<file path="src/rtl/audio_mixer_tdm.sv">
// Time-multiplexed N-channel stereo mixer: snapshot on strobe, serial MAC, shift/saturate.
// Optional first-order delta-sigma DAC outputs when AUDIO_MIXER_DSM_EN is defined.
module audio_mixer_tdm #(
  parameter int CH_NUM = 8,
  parameter int IN_W   = 16,
  parameter int VOL_W  = 4,
  parameter int OUT_W  = 16
) (
  input  logic                       clk21m,
  input  logic                       reset,
  input  logic                       smp_strobe,
  input  logic [CH_NUM*IN_W-1:0]     ch_data,
  input  logic                       vol_we,
  input  logic [$clog2(CH_NUM)-1:0]  vol_addr,
  input  logic [2*VOL_W-1:0]         vol_wdata,
  output logic                       busy,
  output logic [OUT_W-1:0]           out_l,
  output logic [OUT_W-1:0]           out_r,
  output logic                       out_valid,
  output logic                       clip_l,
  output logic                       clip_r,
  output logic                       overrun
`ifdef AUDIO_MIXER_DSM_EN
  ,
  output logic                       dac_l,
  output logic                       dac_r
`endif
);

  localparam int AW     = $clog2(CH_NUM);
  localparam int PROD_W = IN_W + VOL_W + 1;
  localparam int ACC_W  = PROD_W + $clog2(CH_NUM);
  localparam logic [AW-1:0] LAST_CH = AW'(CH_NUM - 1);
  localparam logic signed [ACC_W-1:0] SAT_MAX = ACC_W'((longint'(1) <<< (OUT_W - 1)) - 1);
  localparam logic signed [ACC_W-1:0] SAT_MIN = ~SAT_MAX;

  typedef enum logic [1:0] {IDLE, ACCUM, SCALE} state_t;

  state_t state_q, state_d;
  logic [AW-1:0] chIdx_q, chIdx_d;
  logic scaleStep_q, scaleStep_d;
  logic busy_q, busy_d;
  logic valid_q, valid_d;
  logic overrun_q, overrun_d;
  logic start, loadOut;

  logic signed [IN_W-1:0]   snap_q [CH_NUM];
  logic        [VOL_W-1:0]  volL_q [CH_NUM];
  logic        [VOL_W-1:0]  volR_q [CH_NUM];
  logic signed [PROD_W-1:0] prodL_q, prodR_q, prodL, prodR;
  logic signed [ACC_W-1:0]  accL_q, accR_q, shiftL, shiftR;
  logic [OUT_W-1:0] outL_q, outR_q, satL, satR;
  logic clipL_q, clipR_q, clipL, clipR;

  // SCALE takes two cycles: the first drains the registered product of the last channel,
  // the second shifts, saturates and publishes.
  always_comb begin
    state_d     = state_q;
    chIdx_d     = chIdx_q;
    scaleStep_d = 1'b0;
    valid_d     = 1'b0;
    overrun_d   = 1'b0;
    start       = 1'b0;
    loadOut     = 1'b0;
    case (state_q)
      IDLE: begin
        if (smp_strobe) begin
          start   = 1'b1;
          chIdx_d = '0;
          state_d = ACCUM;
        end
      end
      ACCUM: begin
        overrun_d = smp_strobe;
        chIdx_d   = chIdx_q + 1'b1;
        if (chIdx_q == LAST_CH) state_d = SCALE;
      end
      SCALE: begin
        overrun_d   = smp_strobe;
        scaleStep_d = ~scaleStep_q;
        if (scaleStep_q) begin
          loadOut = 1'b1;
          valid_d = 1'b1;
          state_d = IDLE;
        end
      end
      default: state_d = IDLE;
    endcase
    busy_d = (state_d != IDLE);
  end

  always_ff @(posedge clk21m) begin
    if (reset) begin
      state_q     <= IDLE;
      chIdx_q     <= '0;
      scaleStep_q <= 1'b0;
      busy_q      <= 1'b0;
      valid_q     <= 1'b0;
      overrun_q   <= 1'b0;
    end else begin
      state_q     <= state_d;
      chIdx_q     <= chIdx_d;
      scaleStep_q <= scaleStep_d;
      busy_q      <= busy_d;
      valid_q     <= valid_d;
      overrun_q   <= overrun_d;
    end
  end

  // Volumes are unsigned gains, so a zero MSB is prepended before the signed multiply.
  assign prodL = PROD_W'(snap_q[chIdx_q]) * PROD_W'($signed({1'b0, volL_q[chIdx_q]}));
  assign prodR = PROD_W'(snap_q[chIdx_q]) * PROD_W'($signed({1'b0, volR_q[chIdx_q]}));

  assign shiftL = accL_q >>> VOL_W;
  assign shiftR = accR_q >>> VOL_W;
  assign clipL  = (shiftL > SAT_MAX) || (shiftL < SAT_MIN);
  assign clipR  = (shiftR > SAT_MAX) || (shiftR < SAT_MIN);
  assign satL   = clipL ? (shiftL[ACC_W-1] ? {1'b1, {(OUT_W-1){1'b0}}} : {1'b0, {(OUT_W-1){1'b1}}})
                        : shiftL[OUT_W-1:0];
  assign satR   = clipR ? (shiftR[ACC_W-1] ? {1'b1, {(OUT_W-1){1'b0}}} : {1'b0, {(OUT_W-1){1'b1}}})
                        : shiftR[OUT_W-1:0];

  always_ff @(posedge clk21m) begin
    if (reset) begin
      for (int k = 0; k < CH_NUM; k++) begin
        snap_q[k] <= '0;
        volL_q[k] <= '0;
        volR_q[k] <= '0;
      end
      prodL_q <= '0;
      prodR_q <= '0;
      accL_q  <= '0;
      accR_q  <= '0;
      outL_q  <= '0;
      outR_q  <= '0;
      clipL_q <= 1'b0;
      clipR_q <= 1'b0;
    end else begin
      if (start) begin
        for (int k = 0; k < CH_NUM; k++) snap_q[k] <= ch_data[k*IN_W +: IN_W];
        prodL_q <= '0;
        prodR_q <= '0;
        accL_q  <= '0;
        accR_q  <= '0;
      end else if (state_q == ACCUM) begin
        prodL_q <= prodL;
        prodR_q <= prodR;
        accL_q  <= accL_q + ACC_W'(prodL_q);
        accR_q  <= accR_q + ACC_W'(prodR_q);
      end else if (state_q == SCALE && !scaleStep_q) begin
        accL_q  <= accL_q + ACC_W'(prodL_q);
        accR_q  <= accR_q + ACC_W'(prodR_q);
      end
      if (loadOut) begin
        outL_q  <= satL;
        outR_q  <= satR;
        clipL_q <= clipL;
        clipR_q <= clipR;
      end
      for (int k = 0; k < CH_NUM; k++) begin
        if (vol_we && vol_addr == AW'(k)) begin
          volL_q[k] <= vol_wdata[2*VOL_W-1:VOL_W];
          volR_q[k] <= vol_wdata[VOL_W-1:0];
        end
      end
    end
  end

  assign busy      = busy_q;
  assign out_valid = valid_q;
  assign overrun   = overrun_q;
  assign out_l     = outL_q;
  assign out_r     = outR_q;
  assign clip_l    = clipL_q;
  assign clip_r    = clipR_q;

`ifdef AUDIO_MIXER_DSM_EN
  // Offset-binary input into an OUT_W-bit accumulator; the carry is the 1-bit DAC stream.
  logic [OUT_W-1:0] dsmL_q, dsmR_q;
  logic dacL_q, dacR_q;
  logic [OUT_W:0] sumL, sumR;

  assign sumL = {1'b0, dsmL_q} + {1'b0, ~outL_q[OUT_W-1], outL_q[OUT_W-2:0]};
  assign sumR = {1'b0, dsmR_q} + {1'b0, ~outR_q[OUT_W-1], outR_q[OUT_W-2:0]};

  always_ff @(posedge clk21m) begin
    if (reset) begin
      dsmL_q <= '0;
      dsmR_q <= '0;
      dacL_q <= 1'b0;
      dacR_q <= 1'b0;
    end else begin
      dsmL_q <= sumL[OUT_W-1:0];
      dsmR_q <= sumR[OUT_W-1:0];
      dacL_q <= sumL[OUT_W];
      dacR_q <= sumR[OUT_W];
    end
  end

  assign dac_l = dacL_q;
  assign dac_r = dacR_q;
`endif

endmodule

</file>
<file path="config.mk">
export PLATFORM = sky130hd
export DESIGN_NAME = audio_mixer_tdm
export DESIGN_NICKNAME = d
export VERILOG_FILES = /design/src/rtl/audio_mixer_tdm.sv
export SDC_FILE = /design/constraint.sdc
export NUM_CORES = 1
export LEC_CHECK = 0
export CAP_MARGIN = 25
export CORE_MARGIN = 1
export CORE_UTILIZATION = 45
export CTS_CLUSTER_DIAMETER = 60
export DETAILED_ROUTE_END_ITERATION = 7
export PLACE_DENSITY = 0.7
export SETUP_SLACK_MARGIN = 0.4
export SYNTH_ARGS = -nofsm -noshare
export SYNTH_HDL_FRONTEND = slang
export SYNTH_SLANG_ARGS = --single-unit
export TNS_END_PERCENT = 5
</file>
<file path="constraint.sdc">
create_clock -name clk21m -period 6.83 [get_ports clk21m]
set_input_delay 1.0245 -clock clk21m [delete_from_list [all_inputs] [get_ports clk21m]]
set_output_delay 1.0245 -clock clk21m [all_outputs]
set_load 0.03 [all_outputs]
</file>
# Word level (Yosys, flattened, before mapping)
# Memory sizes are Yosys's and may differ from the RTL's. A register that Yosys moved wholly into a read port is not among the register bits.
# Index checks and enable logic that the tools add are counted.
# totals
reg_bits	133
ram_bits	192
in_bits	143
output_inout_bits	37
memories	3
# mem_list
memory	depth	word_bits	read_ports	rd_clocked_by_memory_dff	wr	line_no	rtl
snap_q	8	16	1	1	8	47	logic signed [IN_W-1:0] snap_q [CH_NUM];
volL_q	8	4	1	1	8	48	logic [VOL_W-1:0] volL_q [CH_NUM];
volR_q	8	4	1	1	8	49	logic [VOL_W-1:0] volR_q [CH_NUM];
# op_classes
n_addsub	3
multipliers	2
magnitude_cmp	4
n_eq_ne	11
n_mux	77
bitwise_logic	27
n_reduce_logical	22
# op_table
op	count
2-to-1 mux 16 bit	12
2-to-1 mux 24 bit	4
2-to-1 mux 4 bit	16
adder 24 x 21 -> 24 bit	2
multiplier 16 x 5 -> 21 bit	2
> comparator 20 x 16 -> 1 bit, second input constant	2
less-than comparator 20 x 16 -> 1 bit, second input constant	2
2-to-1 mux 1 bit	33
OR 1 bit	24
2-to-1 mux 3 bit	7
== test 3 bit, second input constant	5
logical AND 1 bit	9
OR reduction 2 bit	4
== test 3 x 2 -> 1 bit, second input constant	2
2-to-1 mux 2 bit	3
case mux 2 bit (3 select lines)	1
case mux 3 bit (2 select lines)	1
nonzero test 2 bit	3
adder 3 x 1 -> 3 bit, second input constant	1
== test 3 x 1 -> 1 bit, second input constant	1
logical NOT 3 bit	1
NOT 1 bit	3
== test 2 x 1 -> 1 bit, second input constant	1
== test 2 bit, second input constant	1
5 further kinds	6

# Logic depth before layout (Yosys ltp)
# Gate-level depths: netlist of the first run.
# depth
depth_word	6
ltp_mapped	20
mapped_depth_nobuf	17

# Worst setup path after synthesis of the first run
# OpenSTA, ideal clock, no wires.
# synth_timing
path_type	input to register
from	in smp_strobe
to	mem snap_q[0][0], enable pin
t_arrival_ns	5.219
setup_slack_ns	1.069
path_stages	4
path_buffers	2
path_cell_list	a21oi_1 -> clkinv_1 -> clkbuf_1 -> buf_1
# synth_rtl
element	line_no	rtl
from (decl)	11	input logic smp_strobe,
to (decl)	47	

==> flow_summary.yaml, run 1 <==
power_and_ir_drop:
  peakVddDrop_mv: 0.1602
  p_sw_share_pct: 29.18
  p_seq_share_pct: 41.5
  pwr-share-comb_pct: 22.7
  p_per_area_nw_per_um2: 230.7
  pwr-share-clk_pct: 35.8
  leakagePower_uw: 0.009661
  p_int_uw: 3903
  p_switching_uw: 1608
layout:
  syn_to_final_growth_pct: 17.82
  fin_cells: 2783
  drive_gt1_share_pct: 7.622
  nets: 2507
  diodes: 0
clock_tree:
  post_cts_buffers: 0
  clk_path_buf_depth: 3
  cts_tree: "done"
  path_clk_slew_ns: 0.06
  h-tree-depth: 2
  numClockSinks: 328
  root_buffer: "clkbuf_16"
  worstSkewPairLatency_ns: 0.56
  post_cts_resized: 0
  cts_hold_buf: 0
  cts_made_buffers: 39
sta:
  period_minus_slack_ns: 5.869
  setup_viol: 0
  fin_crit_sh_pct: 85.94
  tightest_slew_ns: 1.046
  finalMaxSlewViolations: 0
  rsz0062_at_grt: "no"
  final.setup.worst_slack_ns: 0.9606
  fin_tns_setup_ns: 0
  relSlewSlack_pct: 28.28
  finalHoldViolCount: 0
  clock.fmax_mhz: 170.4
  clock_skew_ns: 0.01714
synth:
  synth_area_per_cell_um2: 10.10
  synth_top_area_cell: "edfxtp_1"
  synth-compound-area-share_pct: 11.06
  ys_seq_area_share_pct: 41.86
  synth_edf_count: 192
  synthAdderAreaFrac_pct: 14.86
  synth_xor_area_share_pct: 2.240
  synth_cell_types: 77
  syn_area_um2: 20280
  yosys_most_used_dff: "edfxtp_1"
  ys_seq_elements: 328
  ys_top_cells_by_area: "edfxtp_1 (28%), dfxtp_1 (13%), ha_1 (8.1%)"
  syn_nets: 2351
  synthSimpleGateAreaFrac_pct: 17.35
  synth_top_family_by_area: "simple AND/OR/NAND/NOR gates"
  yosysWarnings: 0
  syn_inst: 2008
  async_reset_ff_share_pct: 0
  synth_top_area_share_pct: 28.43
  synthMuxAreaShare_pct: 7.854
routing:
  routed_wirelength_um: 48300
  antenna_left: 0
  drt_iter0_markers: 956
  drc: 0
  wl_per_cell_um: 17.36
  vias: 14860
  dr.pass1.iters: 5
  post_drt_via_cell_ratio: 5.341
critical_path:
  cp-start-kind: "flop"
  required_ns: 7.26
  crit_fanout: 23
  crit_type: "reg2reg"
  rrSetupSlack_ns: 0.96
  reg2reg_depth: 17
  worstPathArrival_ns: 6.30
  worstSetupEndpointType: "flop"
  r2r_end: "prodL_q[19]"
min_path:
  hold_path_class: "reg2reg"
  min_path_cells: 2
  min_from: "accL_q[0]"
  min_to: "accL_q[0]"
floorplanning:
  num_rows: 77
  io_pins: 180
  fp.dieH_um: 214.3
  coreArea_um2: 44320
  die_area_um2: 45920
  initial_core_util_pct: 45.76
  die_x_um: 214.3
global_route:
  grt_pass1_vias: 14920
  overflow: 0
  grt_max_degree: 169
  grt_pass1_wl_um: 78190
  grt_util_all_layers_pct: 21.17
  antenna_found_initial: 0
placement:
  io_buffer_count: 179
  place_ws_ns: 1.028
  place.gp.congestion: 0.8736
  dp.cells: 2714
  dpl.hpwl_um: 35830
outcome:
  outcome: "complete, no violations"
flow_run:
  drv_cap: 0
## power groups by stage
stage	clock, uW	sequential, uW	combinational (uW)
detailed placement	0	2330	1240
finish	1970	2290	1250
CTS	2000	2290	1250
global placement	0	2320	1220
global route	2080	2300	1400
floorplan	0	2300	894
## synthesized netlist by cell type (4+ instances only)
cell type and number:
nor2b_1 50, nor3_1 53, fa_1 68, o211ai_1 15
o21bai_1 6, nand2b_1 31, nand2_1 135, buf_2 8
mux4_2 46, o2111ai_1 5, o21a_1 28, ha_1 132
dfxtp_1 136, nor2_1 266, mux2i_1 43, clkbuf_1 65
o21ai_1 12, and3_1 12, a211o_1 5, o21ai_0 53
xnor2_1 30, a21oi_1 127, nand3_1 24, a211oi_1 20
buf_1 12, edfxtp_1 192, or3_1 10, o31ai_1 6
xor2_1 20, o31a_1 4, inv_1 161, and2_1 99
a31oi_1 12, nand4_1 15, a21o_1 24, or2_2 19
## flip-flops by register name, indices dropped and copies added (netlist names), named ones only
name and cells:
volL_q 32, out_r 16, out_l 16, prodR_q 21, state_q 2, busy 1, scaleStep_q 1, chIdx_q 3
clip_l 1, out_valid 1, prodL_q 21, clip_r 1, accL_q 24, accR_q 24, snap_q 128, overrun 1
volR_q 32
## cell type report
cell class	count	area, um2
Multi-Input combinational cell	1429	10840
Inverter	162	613.1
Timing Repair Buffer	204	1997
Clock buffer	49	1055
Tap cell	592	740.7
Clock inverter	19	160.2
Sequential cell	328	8493
Fill cell	3994	20420
## metal layers
layer	share of wire (%)	wire length (um)	global-route usage [%]	vias to the layer above
met3	5.3	2563	3.390	61
met1	47	22610	29.12	7071
met5	0	0	0	-
met4	2.1	994	6.643	0
met2	46	22140	34.24	390
li1	-	-	-	7342
## how the worst max path moves through the flow
stage,start,to,slack [ns],cells past startpoint
6_report,flop,prodL_q[19],0.96,17
5_1_grt,flop,prodL_q[19],0.65,17
4_1_cts,flop,prodL_q[19],0.96,17
3_5_place_dp,flop,prodL_q[19],1.03,17
3_3_place_gp,flop,prodL_q[19],1.18,17
2_1_floorplan,smp_strobe,snap_q[0][0],1.07,4
## kinds of logic after synthesis
group / Yosys count
buffers and inverters: 251
XOR/XNOR: 51
AND/OR/NAND/NOR: 732
AO/OA/AOI/OAI: 351
multiplexers: 95
flip-flops: 328
adder cells (fa/ha/maj): 200
## cell usage in the layout (no fill, tap or decap), types with 30 or more instances in the layout
cell,n
nor3_1,53
nor2b_1,50
nand2_1,135
o21ai_0,53
clkbuf_16,40
mux4_2,46
mux2i_1,43
fa_1,68
inv_1,161
edfxtp_1,192
nor2_1,263
xnor2_1,30
dfxtp_1,134
a21oi_1,127
nand2b_1,31
clkdlybuf4s50_1,178
and2_1,99
ha_1,131
## metrics by stage
stage          instance area, um2  power [uW]  util [%]  hold slack (ns)
2_1_floorplan               20280        3197         -           0.4315
3_3_place_gp                22660        3543     51.14           0.4412
3_5_place_dp                22660        3568     51.14           0.4520
4_1_cts                     23880        5543     53.88           0.4595
5_1_grt                     23890        5779     53.92           0.4808
6_report                    23890        5511     53.92           0.4579
## critical path, cell delays in order, from the launching register on
cell and delay [ns]:
dfxtp_2 0.72, buf_4 0.37, mux4_2 0.33, mux2i_1 0.68, nor2_1 0.12, ha_1 0.33, fa_1 0.53, inv_1 0.05
fa_1 0.53, inv_1 0.05, ha_1 0.36, a21oi_1 0.21, o22ai_1 0.10, or4_1 0.43, a31oi_2 0.34, nor3_1 0.13
o21a_1 0.19, a211o_1 0.23
Power figures use the tool's default switching activity.
==> run 2: changes to the inputs <==
CTS_CLUSTER_SIZE = 16   (was not set)
TNS_END_PERCENT = 50   (was 5)
==> flow_summary.yaml, run 2 (synthesized netlist as in run 1, its figures left out) <==
layout:
  multi_input_area_um2: 10840
  syn_to_final_growth_pct: 16.57
  nets: 2498
  reg_top3: "snap_q: 128 flops, volL_q: 32 flops, volR_q: 32 flops"
  register_area_um2: 8493
  largest_reg_flops: 128
  largest-register: "snap_q"
  design_area_um2: 23640
  drive_gt1_share_pct: 7.232
  final_common_cell: "nor2_1"
  diodes: 0
  fillers: 3996
  mostFrequentLayoutCells: "nor2_1 (263), edfxtp_1 (192), clkdlybuf4s50_1 (178), inv_1 (161), nand2_1 (135)"
critical_path:
  cp-start-kind: "flop"
  slowest_stage: "mux2i_1"
  cp-endpoint: "prodL_q[19]"
  reg2reg_depth: 17
  critPathMaxStageDelay_ns: 0.74
  rrSetupSlack_ns: 0.95
  path_cells: "buf_4 -> mux4_2 -> mux2i_1 -> nor2_1 -> ha_1 -> fa_1 -> inv_1 -> fa_1 -> inv_1 -> ha_1 -> a21oi_1 -> o22ai_1 -> or4_1 -> a31oi_2 -> nor3_1 -> o21a_1 -> a211o_1"
  required_ns: 7.30
  worstPathArrival_ns: 6.35
  worstSetupEndpointType: "flop"
  r2r_end: "prodL_q[19]"
  crit_type: "reg2reg"
  crit_fanout: 23
clock_tree:
  h-tree-depth: 1
  cts_tree: "done"
  clk_path_buf_depth: 3
  path_clk_slew_ns: 0.07
  numClockSinks: 328
  cts_hold_buf: 0
  post_cts_buffers: 0
  post_cts_resized: 0
  cts_made_buffers: 30
  root_buffer: "clkbuf_16"
  worstSkewPairLatency_ns: 0.59
power_and_ir_drop:
  p_per_area_nw_per_um2: 219.6
  p_int_uw: 3646
  peakVddDrop_mv: 0.1694
  pwr-share-comb_pct: 24.0
  pwr-share-clk_pct: 32.0
  p_total_uw: 5191
  p_switching_uw: 1545
  p_sw_share_pct: 29.75
  p_seq_share_pct: 44.0
  leakagePower_uw: 0.009543
routing:
  drt_iter0_markers: 971
  dr.pass1.iters: 5
  drc: 0
  post_drt_via_cell_ratio: 5.346
  antenna_left: 0
  vias: 14770
  routed_wirelength_um: 47570
  wl_per_cell_um: 17.21
global_route:
  grt_pass1_wl_um: 77140
  grt_pass1_vias: 14690
  antenna_found_initial: 0
  grt_max_degree: 169
  overflow: 0
  grt_util_all_layers_pct: 20.71
sta:
  clock_skew_ns: 0.02789
  rsz0062_at_grt: "no"
  finalHoldViolCount: 0
  setup_viol: 0
  fin_tns_setup_ns: 0
  relSlewSlack_pct: 28.60
  finalMaxSlewViolations: 0
  period_minus_slack_ns: 5.877
  fin_crit_sh_pct: 86.05
  tightest_slew_ns: 1.067
  clock.fmax_mhz: 170.2
floorplanning:
  coreArea_um2: 44320
  die_x_um: 214.3
  num_rows: 77
  fp.dieH_um: 214.3
  io_pins: 180
  die_area_um2: 45920
  initial_core_util_pct: 45.76
placement:
  io_buffer_count: 179
  place_area_um2: 22660
  place.gp.congestion: 0.8736
  dpl.hpwl_um: 35830
min_path:
  hold_path_class: "reg2reg"
outcome:
  outcome: "complete, no violations"
flow_run:
  drv_cap: 0
==> run 2: cell count changes in the layout (fill, tap and decap cells not counted), sizes merged <==
cell,previous run,this run
clkinv,11,6
clkinvlp,2,0
clkbuf,49,34
inv,167,169
==> run 2: critical path: cells and delay by family, from the launching register on <==
family | cells | cell delay (ns)
DFF | 1 | 0.70
muxes | 2 | 1.07
and+or+nand+nor | 3 | 0.68
AOI/OAI and AO/OA | 5 | 1.05
buffers and inverters | 3 | 0.47
adders and majority gates | 4 | 1.76
==> run 2: area by class of cell <==
| class | instances | area share (%) |
|---|---|---|
| Multi-Input combinational cell | 1429 | 45.84 |
| Clock inverter | 14 | 0.6934 |
| Inverter | 162 | 2.594 |
| Clock buffer | 34 | 3.366 |
| Tap cell | 592 | 3.133 |
| Timing Repair Buffer | 204 | 8.448 |
| Sequential cell | 328 | 35.93 |
==> run 2: through the flow <==
| step | worst slack (ns) | utilization [%] | hold WS [ns] | std cells |
|---|---|---|---|---|
| 2_1_floorplan | 1.069 | - | 0.4315 | 2008 |
| 3_3_place_gp | 1.183 | 51.14 | 0.4412 | 2714 |
| 3_5_place_dp | 1.028 | 51.14 | 0.4520 | 2714 |
| 4_1_cts | 0.9875 | 53.31 | 0.4616 | 2762 |
| 5_1_grt | 0.6910 | 53.34 | 0.4829 | 2763 |
| 6_report | 0.9530 | 53.34 | 0.4594 | 2763 |
==> run 2: worst min-delay path by stage <==
stage                      from           to  slack [ns]  depth (start not counted)
floorplan           prodR_q[13]  prodR_q[13]        0.43                          2
global placement      accR_q[0]    accR_q[0]        0.44                          2
detailed placement    out_r[15]    out_r[15]        0.45                          2
CTS                   out_r[15]    out_r[15]        0.46                          2
global route          accR_q[2]    accR_q[2]        0.48                          2
finish                accL_q[0]    accL_q[0]        0.46                          2
==> run 2: power groups by stage <==
stage          Clock, uW  Combinational [uW]  Sequential (uW)
3_5_place_dp           0                1240             2330
3_3_place_gp           0                1220             2320
4_1_cts             1690                1250             2280
6_report            1660                1250             2280
5_1_grt             1760                1400             2300
2_1_floorplan          0                 894             2300
==> run 2: metal layers <==
metal	vias up	track usage (%)	wire (um)
met5	-	0	0
li1	7309	-	-
met1	7018	29.03	22230
met3	63	3.035	2478
met2	380	33.71	21840
met4	0	5.119	1021
==> run 3: changes to the inputs <==
CAP_MARGIN = 0   (was 25)
CELL_PAD_IN_SITES_DETAIL_PLACEMENT = 0   (was not set)
CELL_PAD_IN_SITES_GLOBAL_PLACEMENT = 1   (was not set)
PLACE_DENSITY = 0.84   (was 0.7)
TNS_END_PERCENT = not set   (was 50)
==> flow_summary.yaml, run 3 (synthesized netlist as in run 1, its figures left out) <==
outcome:
  outcome: "complete, no violations"
layout:
  largest-register: "snap_q"
  final_common_cell: "nor2_1"
  mostFrequentLayoutCells: "nor2_1 (263), edfxtp_1 (192), clkdlybuf4s50_1 (178), inv_1 (161), nand2_1 (135)"
  syn_to_final_growth_pct: 17.29
  drive_gt1_share_pct: 7.633
  diodes: 0
  reg_top3: "snap_q: 128 flops, volL_q: 32 flops, volR_q: 32 flops"
  largest_reg_flops: 128
  utilization_pct: 53.67
  fillers: 3928
  nets: 2507
flow_run:
  drv_cap: 0
clock_tree:
  h-tree-depth: 1
  path_clk_slew_ns: 0.07
  post_cts_resized: 0
  cts_hold_buf: 0
  numClockSinks: 328
  cts_made_buffers: 31
  post_cts_buffers: 0
  clk_path_buf_depth: 3
  root_buffer: "clkbuf_16"
  worstSkewPairLatency_ns: 0.59
  cts_tree: "done"
sta:
  rsz0062_at_grt: "no"
  whs_ns: 0.4636
  finalMaxSlewViolations: 0
  clock.fmax_mhz: 178.9
  tightest_slew_ns: 1.115
  finalHoldViolCount: 0
  clock_skew_ns: 0.02969
  fin_tns_setup_ns: 0
  fin_crit_sh_pct: 81.85
  relSlewSlack_pct: 25.18
  setup_viol: 0
  period_minus_slack_ns: 5.590
critical_path:
  rrSetupSlack_ns: 1.24
  slowest_stage: "dfxtp_4"
  required_ns: 7.29
  crit_fanout: 24
  reg2reg_depth: 17
  worstPathArrival_ns: 6.05
  worstSetupEndpointType: "flop"
  path_cells: "buf_4 -> mux4_2 -> mux2i_1 -> nor2_1 -> ha_1 -> fa_1 -> inv_1 -> fa_1 -> inv_1 -> ha_1 -> or2_2 -> a31oi_1 -> o21ba_1 -> a21o_1 -> a211o_1 -> mux2i_1 -> nand3_1"
  r2r_end: "prodR_q[14]"
  cp-start-kind: "flop"
  critPathMaxStageDelay_ns: 0.66
  crit_type: "reg2reg"
power_and_ir_drop:
  leakagePower_uw: 0.009608
  pwr-share-clk_pct: 33.7
  p_switching_uw: 1574
  p_total_uw: 5331
  p_seq_share_pct: 42.8
  p_per_area_nw_per_um2: 224.1
  p_sw_share_pct: 29.52
  pwr-share-comb_pct: 23.5
  p_int_uw: 3758
  peakVddDrop_mv: 0.1665
floorplanning:
  num_rows: 77
  initial_core_util_pct: 45.76
  coreArea_um2: 44320
  die_x_um: 214.3
  fp.dieH_um: 214.3
  io_pins: 180
  die_area_um2: 45920
routing:
  antenna_left: 0
  routed_wirelength_um: 48040
  drt_iter0_markers: 973
  drc: 0
  wl_per_cell_um: 17.28
  vias: 14780
  dr.pass1.iters: 7
  post_drt_via_cell_ratio: 5.318
placement:
  dpl.hpwl_um: 36340
  io_buffer_count: 179
  place.gp.congestion: 0.8718
min_path:
  min_to: "out_r[15]"
  hold_path_class: "reg2reg"
  min_from: "out_r[15]"
  min_path_cells: 2
global_route:
  grt_pass1_wl_um: 78050
  grt_max_degree: 104
  overflow: 0
  grt_util_all_layers_pct: 20.96
  grt_pass1_vias: 14830
  antenna_found_initial: 0
[run 3: changes by cell type in the layout (fill, tap and decap cells not counted), sizes merged]
cell,previous run,this run
buf,26,34
bufinv,1,3
clkbuf,34,41
clkinv,6,4
clkinvlp,0,2
[run 3: worst max path at each step]
stage / startpoint / endpoint / slack [ns]
finish: flop / prodR_q[14] / 1.24
detailed placement: flop / prodL_q[19] / 1.23
CTS: flop / prodR_q[14] / 1.19
global placement: flop / prodL_q[19] / 1.26
floorplan: smp_strobe / snap_q[0][0] / 1.07
global route: flop / prodR_q[14] / 0.89
[run 3: power by group through the flow]
| stage | Combinational [uW] | Sequential (uW) | Clock, uW |
|---|---|---|---|
| floorplan | 894 | 2300 | 0 |
| finish | 1250 | 2280 | 1800 |
| CTS | 1260 | 2280 | 1830 |
| global placement | 1230 | 2320 | 0 |
| detailed placement | 1250 | 2330 | 0 |
| global route | 1400 | 2300 | 1900 |
[run 3: layer usage]
layer / track usage, % / up-vias / wire length [um]
met2: 34.36 / 409 / 21960
met3: 2.950 / 81 / 2412
li1: - / 7342 / -
met1: 29.08 / 6952 / 22410
met5: 0 / - / 0
met4: 5.619 / 0 / 1256
[run 3: cell type report]
type | instances | area (um2) | share of cell area (%)
Timing Repair Buffer | 212 | 2037 | 8.563
Sequential cell | 328 | 8493 | 35.71
Tap cell | 592 | 740.7 | 3.114
Multi-Input combinational cell | 1429 | 10840 | 45.55
Clock inverter | 16 | 234.0 | 0.9836
Inverter | 162 | 613.1 | 2.577
Clock buffer | 41 | 833.3 | 3.503
[run 3: through the flow]
| stage | std cells | setup slack, ns | area, um2 |
|---|---|---|---|
| 3_5_place_dp | 2723 | 1.229 | 22720 |
| 4_1_cts | 2780 | 1.193 | 23790 |
| 6_report | 2780 | 1.240 | 23790 |
| 5_1_grt | 2780 | 0.8901 | 23790 |
| 2_1_floorplan | 2008 | 1.069 | 20280 |
| 3_3_place_gp | 2723 | 1.265 | 22720 |
[run 3: worst max-delay path, delay by kind of cell, from the launching register on]
family | cells | cell delay, ns
compound gates | 4 | 0.92
fa+ha+maj | 4 | 1.73
buf+inv | 3 | 0.37
flops | 1 | 0.66
mux | 3 | 1.28
simple gates | 3 | 0.50
